[src/rtl/pc_fetch_unit_if.sv]
// Decoder strobes, program-memory port and fetch status shared by pc_fetch_unit and its driver.
interface pc_fetch_unit_if #(
   parameter int STACK_DEPTH = 8
);
   localparam int PTR_W = (STACK_DEPTH > 1) ? $clog2(STACK_DEPTH) : 1;

   logic             instr_rd_en;
   logic             instr_flush;
   logic             pc_incr_en;
   logic             pc_j_en;
   logic             stack_push;
   logic             stack_pop;
   logic             pcl_wr_en;
   logic [7:0]       pcl_wr_data;
   logic [4:0]       pclath;
   logic [13:0]      pmem_data;
   logic [12:0]      pmem_addr;
   logic [13:0]      instr_current;
   logic [12:0]      pc;
   logic [PTR_W-1:0] stack_ptr;
   logic             stack_ovf;

   modport master (
      output instr_rd_en, instr_flush, pc_incr_en, pc_j_en,
             stack_push, stack_pop, pcl_wr_en, pcl_wr_data, pclath, pmem_data,
      input  pmem_addr, instr_current, pc, stack_ptr, stack_ovf
   );

   modport slave (
      input  instr_rd_en, instr_flush, pc_incr_en, pc_j_en,
             stack_push, stack_pop, pcl_wr_en, pcl_wr_data, pclath, pmem_data,
      output pmem_addr, instr_current, pc, stack_ptr, stack_ovf
   );
endinterface

[src/rtl/pc_fetch_unit.sv]
// Program counter, instruction register and circular return stack feeding the instruction decoder.
// Fetch is a prefetch: PC already points past the word being latched into instr_current.
module pc_fetch_unit #(
   parameter int          STACK_DEPTH  = 8,
   parameter logic [12:0] RESET_VECTOR = 13'h0000
) (
   input  logic           clk,
   input  logic           rst,
   pc_fetch_unit_if.slave bus
);
   localparam int PTR_W = (STACK_DEPTH > 1) ? $clog2(STACK_DEPTH) : 1;
   localparam logic [PTR_W-1:0] PTR_ONE   = PTR_W'(1);
   localparam logic [PTR_W:0]   LIVE_ONE  = (PTR_W+1)'(1);
   localparam logic [PTR_W:0]   LIVE_ZERO = '0;
   localparam logic [PTR_W:0]   LIVE_FULL = (PTR_W+1)'(STACK_DEPTH);

   logic [12:0]      pc_reg, pc_next;
   logic [13:0]      ir_reg, ir_next;
   logic [PTR_W-1:0] ptr_reg, ptr_next;
   logic [PTR_W:0]   live_reg, live_next;
   logic             ovf_reg, ovf_next;
   logic [12:0]      stack_mem [STACK_DEPTH];
   logic [PTR_W-1:0] ptr_dec;
   logic             pop_eff;

   // A push in the same cycle as a pop cancels the pop completely.
   assign pop_eff = bus.stack_pop & ~bus.stack_push;
   assign ptr_dec = ptr_reg - PTR_ONE;

   always_comb begin
      pc_next   = pc_reg;
      ir_next   = ir_reg;
      ptr_next  = ptr_reg;
      live_next = live_reg;
      ovf_next  = ovf_reg;

      if (bus.pc_j_en) begin
         pc_next = {bus.pclath[4:3], ir_reg[10:0]};
      end else if (pop_eff) begin
         pc_next = stack_mem[ptr_dec];
      end else if (bus.pcl_wr_en) begin
         pc_next = {bus.pclath, bus.pcl_wr_data};
      end else if (bus.pc_incr_en) begin
         pc_next = pc_reg + 13'd1;
      end

      if (bus.instr_flush) begin
         ir_next = 14'h0000;
      end else if (bus.instr_rd_en) begin
         ir_next = bus.pmem_data;
      end

      if (bus.stack_push) begin
         ptr_next = ptr_reg + PTR_ONE;
         if (live_reg == LIVE_FULL) begin
            ovf_next = 1'b1;
         end else begin
            live_next = live_reg + LIVE_ONE;
         end
      end else if (pop_eff) begin
         // Underflow still wraps the pointer, PIC style, but the live count floors at zero.
         ptr_next = ptr_dec;
         if (live_reg != LIVE_ZERO) begin
            live_next = live_reg - LIVE_ONE;
         end
      end
   end

   always_ff @(posedge clk) begin
      if (rst) begin
         pc_reg   <= RESET_VECTOR;
         ir_reg   <= 14'h0000;
         ptr_reg  <= '0;
         live_reg <= '0;
         ovf_reg  <= 1'b0;
      end else begin
         pc_reg   <= pc_next;
         ir_reg   <= ir_next;
         ptr_reg  <= ptr_next;
         live_reg <= live_next;
         ovf_reg  <= ovf_next;
      end
   end

   always_ff @(posedge clk) begin
      if (!rst && bus.stack_push) begin
         stack_mem[ptr_reg] <= pc_reg;
      end
   end

   assign bus.pmem_addr     = pc_reg;
   assign bus.pc            = pc_reg;
   assign bus.instr_current = ir_reg;
   assign bus.stack_ptr     = ptr_reg;
   assign bus.stack_ovf     = ovf_reg;
endmodule

[src/flat_wrapper.sv]
// flat-port wrapper written by rule: the top's interface ports become plain ports
module pc_fetch_unit_flat 
#(
   parameter int          STACK_DEPTH  = 8,
   parameter logic [12:0] RESET_VECTOR = 13'h0000
)
  (clk, rst, bus_instr_rd_en, bus_instr_flush, bus_pc_incr_en, bus_pc_j_en, bus_stack_push, bus_stack_pop, bus_pcl_wr_en, bus_pcl_wr_data, bus_pclath, bus_pmem_data, bus_pmem_addr, bus_instr_current, bus_pc, bus_stack_ptr, bus_stack_ovf);
  pc_fetch_unit_if #(.STACK_DEPTH(STACK_DEPTH)) bus_i ();
  input  logic clk;
  input  logic rst;
  input wire logic [$bits(bus_i.instr_rd_en)-1:0] bus_instr_rd_en;
  input wire logic [$bits(bus_i.instr_flush)-1:0] bus_instr_flush;
  input wire logic [$bits(bus_i.pc_incr_en)-1:0] bus_pc_incr_en;
  input wire logic [$bits(bus_i.pc_j_en)-1:0] bus_pc_j_en;
  input wire logic [$bits(bus_i.stack_push)-1:0] bus_stack_push;
  input wire logic [$bits(bus_i.stack_pop)-1:0] bus_stack_pop;
  input wire logic [$bits(bus_i.pcl_wr_en)-1:0] bus_pcl_wr_en;
  input wire logic [$bits(bus_i.pcl_wr_data)-1:0] bus_pcl_wr_data;
  input wire logic [$bits(bus_i.pclath)-1:0] bus_pclath;
  input wire logic [$bits(bus_i.pmem_data)-1:0] bus_pmem_data;
  output wire logic [$bits(bus_i.pmem_addr)-1:0] bus_pmem_addr;
  output wire logic [$bits(bus_i.instr_current)-1:0] bus_instr_current;
  output wire logic [$bits(bus_i.pc)-1:0] bus_pc;
  output wire logic [$bits(bus_i.stack_ptr)-1:0] bus_stack_ptr;
  output wire logic [$bits(bus_i.stack_ovf)-1:0] bus_stack_ovf;
  assign bus_i.instr_rd_en = bus_instr_rd_en;
  assign bus_i.instr_flush = bus_instr_flush;
  assign bus_i.pc_incr_en = bus_pc_incr_en;
  assign bus_i.pc_j_en = bus_pc_j_en;
  assign bus_i.stack_push = bus_stack_push;
  assign bus_i.stack_pop = bus_stack_pop;
  assign bus_i.pcl_wr_en = bus_pcl_wr_en;
  assign bus_i.pcl_wr_data = bus_pcl_wr_data;
  assign bus_i.pclath = bus_pclath;
  assign bus_i.pmem_data = bus_pmem_data;
  assign bus_pmem_addr = bus_i.pmem_addr;
  assign bus_instr_current = bus_i.instr_current;
  assign bus_pc = bus_i.pc;
  assign bus_stack_ptr = bus_i.stack_ptr;
  assign bus_stack_ovf = bus_i.stack_ovf;
  pc_fetch_unit #(.STACK_DEPTH(STACK_DEPTH), .RESET_VECTOR(RESET_VECTOR)) u_core (.clk(clk), .rst(rst), .bus(bus_i));
endmodule
[config.mk]
export PLATFORM = sky130hd
export DESIGN_NAME = pc_fetch_unit_flat
export DESIGN_NICKNAME = d
export VERILOG_FILES = /design/src/rtl/pc_fetch_unit_if.sv /design/src/rtl/pc_fetch_unit.sv /design/src/flat_wrapper.sv
export SDC_FILE = /design/constraint.sdc
export NUM_CORES = 1
export LEC_CHECK = 0
export BUFFER_PORTS_ARGS = -buffer_cell sky130_fd_sc_hd__buf_2
export CAP_MARGIN = 10
export CORE_ASPECT_RATIO = 1.4
export CORE_UTILIZATION = 52
export CTS_CLUSTER_DIAMETER = 50
export DETAILED_ROUTE_END_ITERATION = 8
export GPL_TIMING_DRIVEN = 0
export PLACE_DENSITY = 0.73
export SLEW_MARGIN = 30
export SYNTH_ARGS = -nofsm -noshare
export SYNTH_HDL_FRONTEND = slang
export SYNTH_SLANG_ARGS = --single-unit
[constraint.sdc]
create_clock -name clk -period 3.75 [get_ports clk]
set_input_delay 0.75 -clock clk [delete_from_list [all_inputs] [get_ports clk]]
set_output_delay 0.75 -clock clk [all_outputs]
set_load 0.05 [all_outputs]
==> Yosys cells after proc, flatten, opt, wreduce, memory -nomap -nowiden <==
Memories as Yosys holds them, arrays and structs flattened.
Cells that the tools add are included.
Widths: inputs -> output; s select.
{ "word_totals": {"register_bits": 35, "ramBits": 104, "input_bits": 36, "output_inout_bits": 44, "wordCells": 36, "mem_count": 1} }
{ "mem_list": {"columns": ["memory", "words", "width", "rd", "rd_clocked_by_memory_dff", "wr", "line", "text"], "rows": [
  ["u_core.stack_mem", 8, 13, 1, 0, 1, "pc_fetch_unit.sv:22", "logic [12:0] stack_mem [STACK_DEPTH];"]
]} }
{ "op_classes": {"addsub": 5, "n_eq_ne": 2, "mux": 12, "bitwise": 2, "n_reduce_logical": 9} }
{ "ops": {"columns": ["op", "n"], "rows": [
  ["$mux 13", 4],
  ["$mux 4", 4],
  ["$add 13x1->13 const B", 1],
  ["$reduce_bool 4->1", 2],
  ["$mux 3", 2],
  ["$add 4x1->4 const B", 1],
  ["$eq 4x4->1 const B", 1],
  ["$reduce_bool 2->1", 2],
  ["$sub 4x1->4 const B", 1],
  ["$add 3x1->3 const B", 1],
  ["$reduce_and 3->1", 1],
  ["$sub 3x1->3 const B", 1],
  ["$mux 1", 2],
  ["$ne 2x2->1 const B", 1],
  ["$reduce_and 2->1", 1],
  ["$reduce_or 2->1", 1],
  ["$and 1x1->1", 1],
  ["$logic_and 1x1->1", 1],
  ["$logic_not 1->1", 1],
  ["$not 1->1", 1]
]} }

==> Depth between registers and ports, before layout <==
Gate-level depths: netlist of run 1.
{ "logic_depth": {"word_depth": 5, "depth_mapped": 11, "ltp_nobuf": 7} }

==> Worst setup path after synthesis of run 1 <==
No wires, ideal clock.
{ "synth_path": {"path_kind": "input to register", "from": "input rst", "to": "memory u_core.stack_mem[2][0] (enable)", "t_arrival_ns": 2.366, "required_ns": 3.350, "setup_slack_ns": 0.984, "stages": 5, "path_cell_list": "buf_4 > inv_1 > clkbuf_1 > nand3_1 > nor3_1"} }
{ "synth_via": {"elab_chain_cells": 4} }
{ "synth_rtl": {"columns": ["element", "line", "text"], "rows": [
  ["from (decl)", "flat_wrapper.sv:10", "input logic rst;"],
  ["$logic_not 1->1", "pc_fetch_unit.sv:86", "if (!rst && bus.stack_push) begin"],
  ["$logic_and 1x1->1", "pc_fetch_unit.sv:86", null],
  ["$mux 1", "pc_fetch_unit.sv:86", null],
  ["$mux 1 (not written as such)", "pc_fetch_unit.sv:87", "stack_mem[ptr_reg] <= pc_reg;"],
  ["to (decl)", "pc_fetch_unit.sv:22", null]
]} }
No other way between the ends.

==> Worst setup path in the final report of run 1 <==
{ "layout_path": {"from": "register u_core.ptr_reg[0], in the netlist u_core.bus.stack_ptr[0]", "to": "register u_core.pc_reg[10], in the netlist u_core.bus.pc[10]"} }
{ "layout_via": {"elab_chain_cells": 4} }
{ "layout_rtl": {"columns": ["element", "line", "text"], "rows": [
  ["from (decl)", "pc_fetch_unit.sv:19", "logic [PTR_W-1:0] ptr_reg, ptr_next;"],
  ["from (signal assigned)", "pc_fetch_unit.sv:79", "ptr_reg <= ptr_next;"],
  ["$sub 3x1->3", "pc_fetch_unit.sv:28", "assign ptr_dec = ptr_reg - PTR_ONE;"],
  ["$mem_v2 8x13", null, null],
  ["$mux 13", "pc_fetch_unit.sv:39", "end else if (pop_eff) begin"],
  ["$mux 13", "pc_fetch_unit.sv:37", "if (bus.pc_j_en) begin"],
  ["to (signal assigned)", "pc_fetch_unit.sv:77", "pc_reg <= pc_next;"],
  ["to (decl)", "pc_fetch_unit.sv:17", "logic [12:0] pc_reg, pc_next;"]
]} }
No other way between the ends.
A chain may end at the register's enable or synchronous reset.

==> results of run 1 <==
[stage by stage]
stage | hold WS (ns) | std cells | util [%] | cell area [um^2] | setup TNS [ns]
6_report | 0.485 | 693 | 64.7 | 7380 | 0
2_1_floorplan | 0.478 | 437 | - | 6140 | 0
5_1_grt | 0.526 | 693 | 64.7 | 7380 | 0
3_3_place_gp | 0.462 | 658 | 58.8 | 6700 | -0.464
4_1_cts | 0.492 | 693 | 64.7 | 7380 | 0
3_5_place_dp | 0.476 | 662 | 59.3 | 6760 | 0
[per-layer routing]
| metal | wire length, um | up-vias | track usage, % |
|---|---|---|---|
| met5 | 0 | - | 0 |
| met4 | 588 | 0 | 14.8 |
| met3 | 821 | 42 | 5.27 |
| met2 | 7870 | 187 | 44.4 |
| met1 | 5670 | 2107 | 30.5 |
| li1 | - | 1867 | - |
[worst max-delay path, stage by stage (launching register included)]
cell      delay, ns
dfxtp_1        0.41
buf_6          0.18
buf_4          0.23
inv_1          0.12
ha_1           0.29
buf_4          0.19
buf_4          0.24
buf_4          0.25
mux2i_1        0.23
a22oi_1        0.10
a22oi_1        0.32
a211oi_1       0.15
[power by group]
| group | total (mW) | switching, mW | leakage, nW | internal (mW) |
|---|---|---|---|---|
| Clock | 1.77 | 0.651 | 0.298 | 1.12 |
| Sequential | 1.83 | 0.0924 | 1.24 | 1.73 |
| Combinational | 0.717 | 0.434 | 1.34 | 0.283 |
| Total | 4.31 | 1.18 | 2.88 | 3.13 |
[placed cells by master (no fill, tap or decap), types with 3 or more instances in the layout]
cell type | synthesis | layout
edfxtp_1 | 104 | 104
buf_2 | 5 | 82
mux2i_1 | 35 | 35
dfxtp_1 | 35 | 35
nor2_1 | 40 | 34
buf_4 | 22 | 25
nand2_1 | 22 | 22
clkbuf_16 | 0 | 17
a22oi_1 | 13 | 13
a21oi_1 | 11 | 11
mux4_2 | 11 | 11
nand2b_1 | 10 | 10
inv_1 | 9 | 9
nand3_1 | 9 | 9
xnor2_1 | 9 | 9
nor2_2 | 2 | 8
clkbuf_1 | 6 | 7
a31oi_1 | 7 | 7
mux4_1 | 7 | 7
a211oi_1 | 6 | 6
o31ai_1 | 5 | 5
ha_1 | 5 | 5
inv_6 | 0 | 5
nor3_1 | 6 | 4
nor2b_1 | 4 | 4
nand4_1 | 4 | 4
bufinv_16 | 0 | 4
o221ai_1 | 3 | 3
o21ai_0 | 3 | 3
xor2_1 | 3 | 3
[cell families after synthesis]
group	after synthesis
AOI/OAI and AO/OA	72
xor gates and xnor gates	13
adders and majority gates	6
buffers and inverters	47
DFF	139
muxes	53
and+or+nand+nor	107
[final cells by class]
cell class / count / area [um^2] / area share (%)
buffer: 38 / 260 / 3.53
clock buffer: 18 / 429 / 5.82
clock inverter: 13 / 189 / 2.56
inverter: 9 / 33.8 / 0.458
multi-input combinational: 251 / 2040 / 27.7
sequential: 139 / 3820 / 51.8
tap: 144 / 180 / 2.44
timing repair buffer: 81 / 419 / 5.68
[final timing paths]
check	endpoint	slack [ns]
worst max-delay path	u_core.bus.pc[10]	0.90
worst min register to register	u_core.bus.stack_ovf	0.48
worst min-delay path	u_core.bus.stack_ovf	0.48
worst max register to register	u_core.bus.pc[10]	0.90
==> run metrics, run 1 <==
number of buffers created by CTS=17; Achievable Freq=351 MHz; initial drt markers=roughly 380; RSZ-0062 raised after global routing=false; Reg2Reg Depth=11; fillcell total=roughly 860; Post-synth EDFFs=104; post_cts resized=0; share of layout cells above drive strength 1=between 30% and 40%; Worst Setup SP=u_core.bus.stack_ptr[0]; Slew Limit Fails=0; Slew @ Worst Pin=approximately 0.9 ns; Final Routed Wirelength=14.9 mm; # nets final=579; Clock Tree Root=clkbuf_16; Main synth FF type=edfxtp_1; post-synthesis async set-or-reset flop share=0%; leading area contributor after synthesis=edfxtp_1; routed via count=about 4,200; Post-Synth Simple-Gate Area=under 10%; Slew headroom=40.9%; sequential-to-total area share from yosys stat=between 60 and 70%; final global-route overflow total=0; synthesized area=~6000 um^2; final setup vio count=0; # port buffers=77; area share of the largest cell type after synthesis=between 50% and 60%; Die Wd=roughly 94 um; Arr. time, crit path=3.13 ns; DRT Pass-1 Iters=5; post-layout min period=2.85 ns; Post-synth top cells=edfxtp_1, nor2_1, dfxtp_1, mux2i_1; Sink Count=139; Avg Cell Area, Syn=~14 um^2; dominant cells by area after synthesis=edfxtp_1, dfxtp_1, mux2i_1; Syn Nets=479; largest family of logic cells by synthesized area=multiplexers; initial antenna violation count=0; Peak VDD IR=around 460 uV; count leader, synth=edfxtp_1; startpoint types=flop; Antenna Cells=0; worst hold-check path type=reg -> reg; Hold Path Depth=2; Layout Skew=0.00677 ns; # DRC=0; CP required=around 4 ns; GP Congestion=0.937; Die H=131 um; vias per cell=6.06; worst-case clock buffer depth=2; LEAKAGE=between 2 and 3 nW; WL/cell=approximately 22 um; Setup crit end kind=flop; GRT Total Usage=26.0%; largest net degree at the start of global routing=18; total power=approximately 4.3 mW; Worst Path Max Fanout=10; total die area=12,200 um^2; final hold viol count=0; Unique masters post-synth=58; max cap viols=0; Hold Startpoint=u_core.bus.stack_ovf; Synth Area in Compound Gates=8.54%; Post-CTS Hold Fix Bufs=0; pwr dens=584 nW/um^2; WS Path Type=reg -> reg; DP Worst Slack=approximately 0.9 ns; Setup WS post-layout=around 0.9 ns; worst skew pair latency=approximately 0.43 ns; Initial Util=53.8%; status=completed; Tcrit/Tclk final=76.0%; number of global-route vias before repair=around 4,100; first-pass GRT wire length=22.5 mm; FF-to-FF Start=u_core.bus.stack_ptr[0]; synthesis-to-layout area growth=20.2%; CTS tree=done; Seq cells post-synth=approximately 140; Post-Synth Adder-Cell Area=1.35%; core area=around 11,000 um^2; mux share of post-synthesis cell area=12.7%; Post-Synth XOR/XNOR Area=a little under 2%; max reg flops=104; Top Ports=80; Setup Fix Bufs, Post-CTS=0; Post-DP HPWL=9.73 mm; H-tree depth=4; Gate Count Post-Synth=437; clock slew at reported path FFs=0.06 ns; row count=46; Synth Warn #=0; ANT nets after route=0
No activity file was read; power rests on OpenSTA's default activity.
==> run 2, diff against run 1 <==
Settings changed: PLACE_DENSITY 0.73 to 0.76.
Clock period 3.75 ns to 2.5 ns, I/O delays scaled along.
==> run 2 against run 1 <==
Compared with the run above: total power up 56%; combinational power rose by 65%; worst hold slack worse by 0.16 ns; setup slack worse by 0.87 ns; global-route usage down 0.52 points; clock-buffer cell count unchanged; core utilization up 2.0 points; highest routed layer unchanged; largest cell class unchanged; wire length fell by 1.1%; fmax is 16% higher; cell count increased by 1.0%; clock skew decreased by 0.00082 ns.
==> run metrics, run 2 (same netlist as run 1, synthesis figures left out) <==
sw frac=27.1% (was 27.3%); share of layout cells above drive strength 1=33.1% (was 30.2%); synthesis-to-layout area growth=23.9% (was 20.2%); WL/cell=21.1 um (was 21.6 um); # DRC=0 (unchanged); Antenna Cells=0 (unchanged); Post-DP HPWL=9.74 mm (was 9.73 mm); Comb pwr share=17.6% (was 16.6%); Tcrit/Tclk final=98.6% (was 76.0%); DP Worst Slack=-0.289 ns (was 0.901 ns); worst skew pair latency=0.42 ns (was 0.43 ns); Int Pwr=4.89 mW (was 3.13 mW); final core utilization=66.7% (was 64.7%); final hold viol count=0 (unchanged); # port buffers=77 (unchanged); post-layout min period=2.47 ns (was 2.85 ns); Peak VDD IR=638 uV (was 461 uV); reg2reg setup slack=0.03 ns (was 0.90 ns); Arr. time, crit path=2.77 ns (was 3.13 ns); Multi-input gate area=2120 um^2 (was 2040 um^2); worst-case clock buffer depth=2 (unchanged); Setup crit end kind=flop (unchanged); routed via count=4,167 (was 4,203); pwr dens=882 nW/um^2 (was 584 nW/um^2); first-pass GRT wire length=22.2 mm (was 22.5 mm); core area=11,400 um^2 (unchanged); Crit path depth=11 (unchanged); number of buffers created by CTS=17 (unchanged); total die area=12,200 um^2 (unchanged); vias per cell=5.95 (was 6.06); max cap viols=0 (unchanged); CP required=2.80 ns (was 4.04 ns); setup TNS=0 ns (unchanged); worst hold-check path type=in -> reg (was reg -> reg); GRT Total Usage=25.5% (was 26.0%); CTS tree=done (unchanged); GP Congestion=0.900 (was 0.937); Slew Limit Fails=0 (unchanged); Slew @ Worst Pin=0.948 ns (was 0.885 ns); clock group share of total power=41.6% (was 41.0%); largest net degree at the start of global routing=18 (unchanged); clock slew at reported path FFs=0.06 ns (about the same); Sink Count=139 (unchanged); Final Routed Wirelength=14.8 mm (was 14.9 mm); worst-path cell chain=buf_8, buf_12, clkinvlp_4, ha_1, buf_8, buf_12, mux4_2, mux2i_2, o21ai_1, a211oi_2, nor3_1 (was buf_6, buf_4, inv_1, ha_1, buf_4, buf_4, buf_4, mux2i_1, a22oi_1, a22oi_1, a211oi_1); # nets final=585 (was 579); fillcell total=792 (was 856); Worst setup endpoint=u_core.bus.pc[3] (was u_core.bus.pc[10]); Slowest cell on crit path=dfxtp_4 (was dfxtp_1); Worst Path Max Fanout=10 (unchanged); initial antenna violation count=0 (unchanged); startpoint types=flop (unchanged); Worst Setup SP=u_core.bus.stack_ptr[0] (unchanged); ANT nets after route=0 (unchanged); Die Wd=93.8 um (unchanged); Slew headroom=36.8% (was 40.9%); commonest non-fill, non-tap cells in the layout=edfxtp_1, buf_2, nor2_1, mux2i_1, dfxtp_1 (was edfxtp_1, buf_2, mux2i_1, dfxtp_1, nor2_1); commonest non-fill, non-tap cell in the layout=edfxtp_1 (unchanged); H-tree depth=4 (unchanged); slowest cell delay on critical path=0.37 ns (was 0.41 ns); P_sw=1.81 mW (was 1.18 mW); Reg area=3830 um^2 (was 3820 um^2); r2r endpoint=u_core.bus.pc[3] (was u_core.bus.pc[10]); Top Ports=80 (unchanged); sequential power share=40.8% (was 42.4%); WS Path Type=reg -> reg (unchanged); Clock Tree Root=clkbuf_16 (unchanged); Setup WS post-layout=0.0349 ns (was 0.902 ns); FF-to-FF Start=u_core.bus.stack_ptr[0] (unchanged); Reg2Reg Depth=11 (unchanged); Die H=131 um (unchanged); initial drt markers=387 (was 382); final setup vio count=0 (unchanged); status=completed (unchanged); Achievable Freq=406 MHz (was 351 MHz); Initial Util=53.8% (unchanged); Buf/Inv on CP=5 (was 6); DRT Pass-1 Iters=6 (was 5); final global-route overflow total=0 (unchanged); cell family with most CP delay=buffers and inverters (unchanged); row count=46 (unchanged); Layout Skew=0.00595 ns (was 0.00677 ns); max reg flops=104 (unchanged); LEAKAGE=2.95 nW (was 2.88 nW); number of global-route vias before repair=4,153 (was 4,147)
run 2: worst register-to-register path: cells and delay by family (launching register included):
| kind | cells | cell delay (ns) |
|---|---|---|
| DFF | 1 | 0.37 |
| buffers and inverters | 5 | 0.67 |
| adders and majority gates | 1 | 0.32 |
| and+or+nand+nor | 1 | 0.08 |
| muxes | 2 | 0.53 |
| AOI/OAI and AO/OA | 2 | 0.38 |
run 2: worst min path at each step:
stage,startpoint,end,slack [ns],depth (start not counted)
global placement,u_core.bus.stack_ovf,u_core.bus.stack_ovf,0.46,2
CTS,bus_pmem_data[7],u_core.bus.instr_current[7],0.32,3
global route,bus_pmem_data[7],u_core.bus.instr_current[7],0.33,3
detailed placement,u_core.bus.instr_current[2],u_core.bus.pc[2],0.48,2
floorplan,u_core.live_reg[1],u_core.live_reg[1],0.48,2
finish,bus_pmem_data[2],u_core.bus.instr_current[2],0.33,3
run 2: power by group through the flow:
stage | logic, mW | registers (mW) | clock network [mW]
final | 1.18 | 2.74 | 2.79
after CTS | 1.12 | 2.74 | 2.82
after global placement | 1.03 | 2.77 | 0
after global routing | 1.26 | 2.75 | 2.90
after floorplan | 0.687 | 2.86 | 0
after detailed placement | 1.07 | 2.78 | 0
run 2: cell type report:
class,count,share of cell area (%)
Buffer,38,4.11
Clock buffer,18,5.64
Clock inverter,14,3.04
Inverter,9,0.494
Multi-Input combinational cell,251,27.9
Sequential cell,139,50.3
Tap cell,144,2.37
Timing Repair Buffer,87,6.10
run 2: per-stage QoR:
| stage | power, mW | std cells | hold WS [ns] | area [um^2] |
|---|---|---|---|---|
| finish | 6.71 | 700 | 0.325 | 7600 |
| detailed placement | 3.85 | 660 | 0.479 | 6750 |
| global placement | 3.80 | 658 | 0.462 | 6710 |
| floorplan | 3.54 | 437 | 0.478 | 6140 |
| global route | 6.91 | 700 | 0.329 | 7600 |
| CTS | 6.67 | 692 | 0.316 | 7490 |
run 2: per-layer routing:
layer  vias up  part of all wire, %  track usage (%)
met1      2040                   37             30.0
met5         -                    0                0
met3        44                  6.6             5.79
met4         0                  3.1             11.8
met2       201                   53             44.3
li1       1882                    -                -
run 2: what timing repair did:
item                                    CTS  global route
endpoints found under the setup margin   13             9
pin swaps                                 1             2
hold buffers                              0             0
buffers inserted                          0             8
resized for setup                        16            12
==> run 3, diff against run 2 <==
Settings changed: SETUP_SLACK_MARGIN from default to 0.15.
==> run 3 against run 2 <==
Compared with the run above: total power grew 1.4%; critical endpoint is now u_core.bus.pc[5]; wire length grew 2.6%; largest power group unchanged; sequential share of layout area shrank 0.16 points.
==> run metrics, run 3 (same netlist as run 1, synthesis figures left out) <==
final hold viol count=0 (unchanged); Layout Skew=0.00791 ns (was 0.00595 ns); Initial Util=53.8% (unchanged); initial antenna violation count=0 (unchanged); fillcell total=798 (was 792); number of buffers created by CTS=17 (unchanged); Crit path depth=11 (unchanged); synthesis-to-layout area growth=24.4% (was 23.9%); Reg2Reg Depth=11 (unchanged); post-layout min period=2.32 ns (was 2.47 ns); Post-DP HPWL=9.53 mm (was 9.74 mm); RSZ-0062 raised after global routing=false; Post-Layout Cell Count=694 (was 700); # DRC=0 (unchanged); Setup crit end kind=flop (unchanged); largest net degree at the start of global routing=18 (unchanged); Worst Path Max Fanout=10 (unchanged); H-tree depth=4 (unchanged); WL/cell=21.8 um (was 21.1 um); cell mode on critical path=buf_12; Buf/Inv on CP=5 (unchanged); Slowest cell on crit path=dfxtp_4 (unchanged); Die Wd=93.8 um (unchanged); Top Ports=80 (unchanged); core area=11,400 um^2 (unchanged); Final Routed Wirelength=15.2 mm (was 14.8 mm); final global-route overflow total=0 (unchanged); Sink Count=139 (unchanged); DRT Pass-1 Iters=7 (was 6); Die H=131 um (unchanged); Hold Path Depth=3 (unchanged); pwr dens=892 nW/um^2 (was 882 nW/um^2); Peak VDD IR=622 uV (was 638 uV); status=completed (unchanged); clock slew at reported path FFs=0.06 ns (about the same); Arr. time, crit path=2.63 ns (was 2.77 ns); slowest cell delay on critical path=0.37 ns (about the same); Antenna Cells=0 (unchanged); GP Congestion=0.863 (was 0.900); # port buffers=77 (unchanged); Post-CTS Hold Fix Bufs=0 (unchanged); max cap viols=0 (unchanged); worst skew pair latency=0.42 ns (about the same); Clock Tree Root=clkbuf_16 (unchanged); share of layout cells above drive strength 1=33.6% (was 33.1%); number of global-route vias before repair=4,067 (was 4,153); Slew @ Worst Pin=0.900 ns (was 0.948 ns); GRT Total Usage=25.5% (about the same); total die area=12,200 um^2 (unchanged); CP required=2.81 ns (was 2.80 ns); # nets final=579 (was 585); worst-path cell chain=buf_12, buf_12, inv_2, ha_2, buf_8, buf_12, mux2i_1, a22oi_1, a22oi_2, o21ai_1, a32o_1 (was buf_8, buf_12, clkinvlp_4, ha_1, buf_8, buf_12, mux4_2, mux2i_2, o21ai_1, a211oi_2, nor3_1); max reg flops=104 (unchanged); final setup vio count=0 (unchanged); worst hold-check path type=in -> reg (unchanged); initial drt markers=414 (was 387); LEAKAGE=2.93 nW (was 2.95 nW); DP Worst Slack=-0.261 ns (was -0.289 ns); startpoint types=flop (unchanged); Slew Limit Fails=0 (unchanged); worst-case clock buffer depth=2 (unchanged); commonest non-fill, non-tap cell in the layout=edfxtp_1 (unchanged); Setup WS post-layout=0.176 ns (was 0.0349 ns); Tcrit/Tclk final=93.0% (was 98.6%); ANT nets after route=0 (unchanged); Placed Cells=658 (was 660); Achievable Freq=430 MHz (was 406 MHz); routed via count=4,157 (was 4,167); row count=46 (unchanged); Slew headroom=40.0% (was 36.8%); vias per cell=5.99 (was 5.95); final core utilization=67.0% (was 66.7%); WS Path Type=reg -> reg (unchanged); commonest non-fill, non-tap cells in the layout=edfxtp_1, buf_2, nor2_1, dfxtp_1, mux2i_1 (was edfxtp_1, buf_2, nor2_1, mux2i_1, dfxtp_1); first-pass GRT wire length=22.1 mm (was 22.2 mm); cell family with most CP delay=compound AO/OA/AOI/OAI gates (was buffers and inverters); CTS tree=done (unchanged)
-- run 3: layer usage --
layer	track usage (%)	share of wire, %	up-vias
li1	-	-	1866
met1	30.3	38	2052
met2	44.4	53	197
met3	5.61	6.0	42
met4	11.0	2.7	0
met5	0	0	-
-- run 3: timing repair --
item,CTS,global route
hold endpoints to repair,0,0
setup endpoints to repair,13,9
pin swaps,0,5
gates cloned,0,1
buffers inserted,3,0
gates resized for setup,25,13
-- run 3: tightest hold or removal path: cells and delay by family --
kind                   cells  cell delay (ns)
buffers and inverters      1             0.07
AND/OR/NAND/NOR            1             0.07
multiplexers               1             0.05
-- run 3: area by class of cell --
cell class	count	area, um^2	area share [%]
Buffer	38	322	4.21
Clock buffer	18	429	5.62
Clock inverter	14	241	3.16
Inverter	9	33.8	0.443
Multi-Input combinational cell	251	2160	28.3
Sequential cell	139	3830	50.2
Tap cell	144	180	2.36
Timing Repair Buffer	81	433	5.67
-- run 3: metrics by stage --
step | cell area (um^2) | hold WS [ns] | power (mW) | TNS, ns
after floorplan | 6150 | 0.478 | 3.55 | 0
after global placement | 6720 | 0.458 | 3.80 | -34.60
after detailed placement | 6740 | 0.487 | 3.85 | -6.62
after CTS | 7560 | 0.311 | 6.77 | 0
after global routing | 7630 | 0.327 | 6.99 | 0
final | 7630 | 0.324 | 6.80 | 0
-- run 3: power by group --
group          switching (mW)  internal [mW]  leakage (nW)
logic                   0.701          0.513          1.37
registers               0.141           2.60          1.25
clock network           0.969           1.88         0.315
-- run 3: worst paths after layout --
kind,start,to,slack (ns)
min reg2reg,u_core.bus.instr_current[12],u_core.bus.instr_current[12],0.50
max reg2reg,u_core.bus.stack_ptr[0],u_core.bus.pc[5],0.18
max,u_core.bus.stack_ptr[0],u_core.bus.pc[5],0.18
min,bus_pmem_data[12],u_core.bus.instr_current[12],0.32
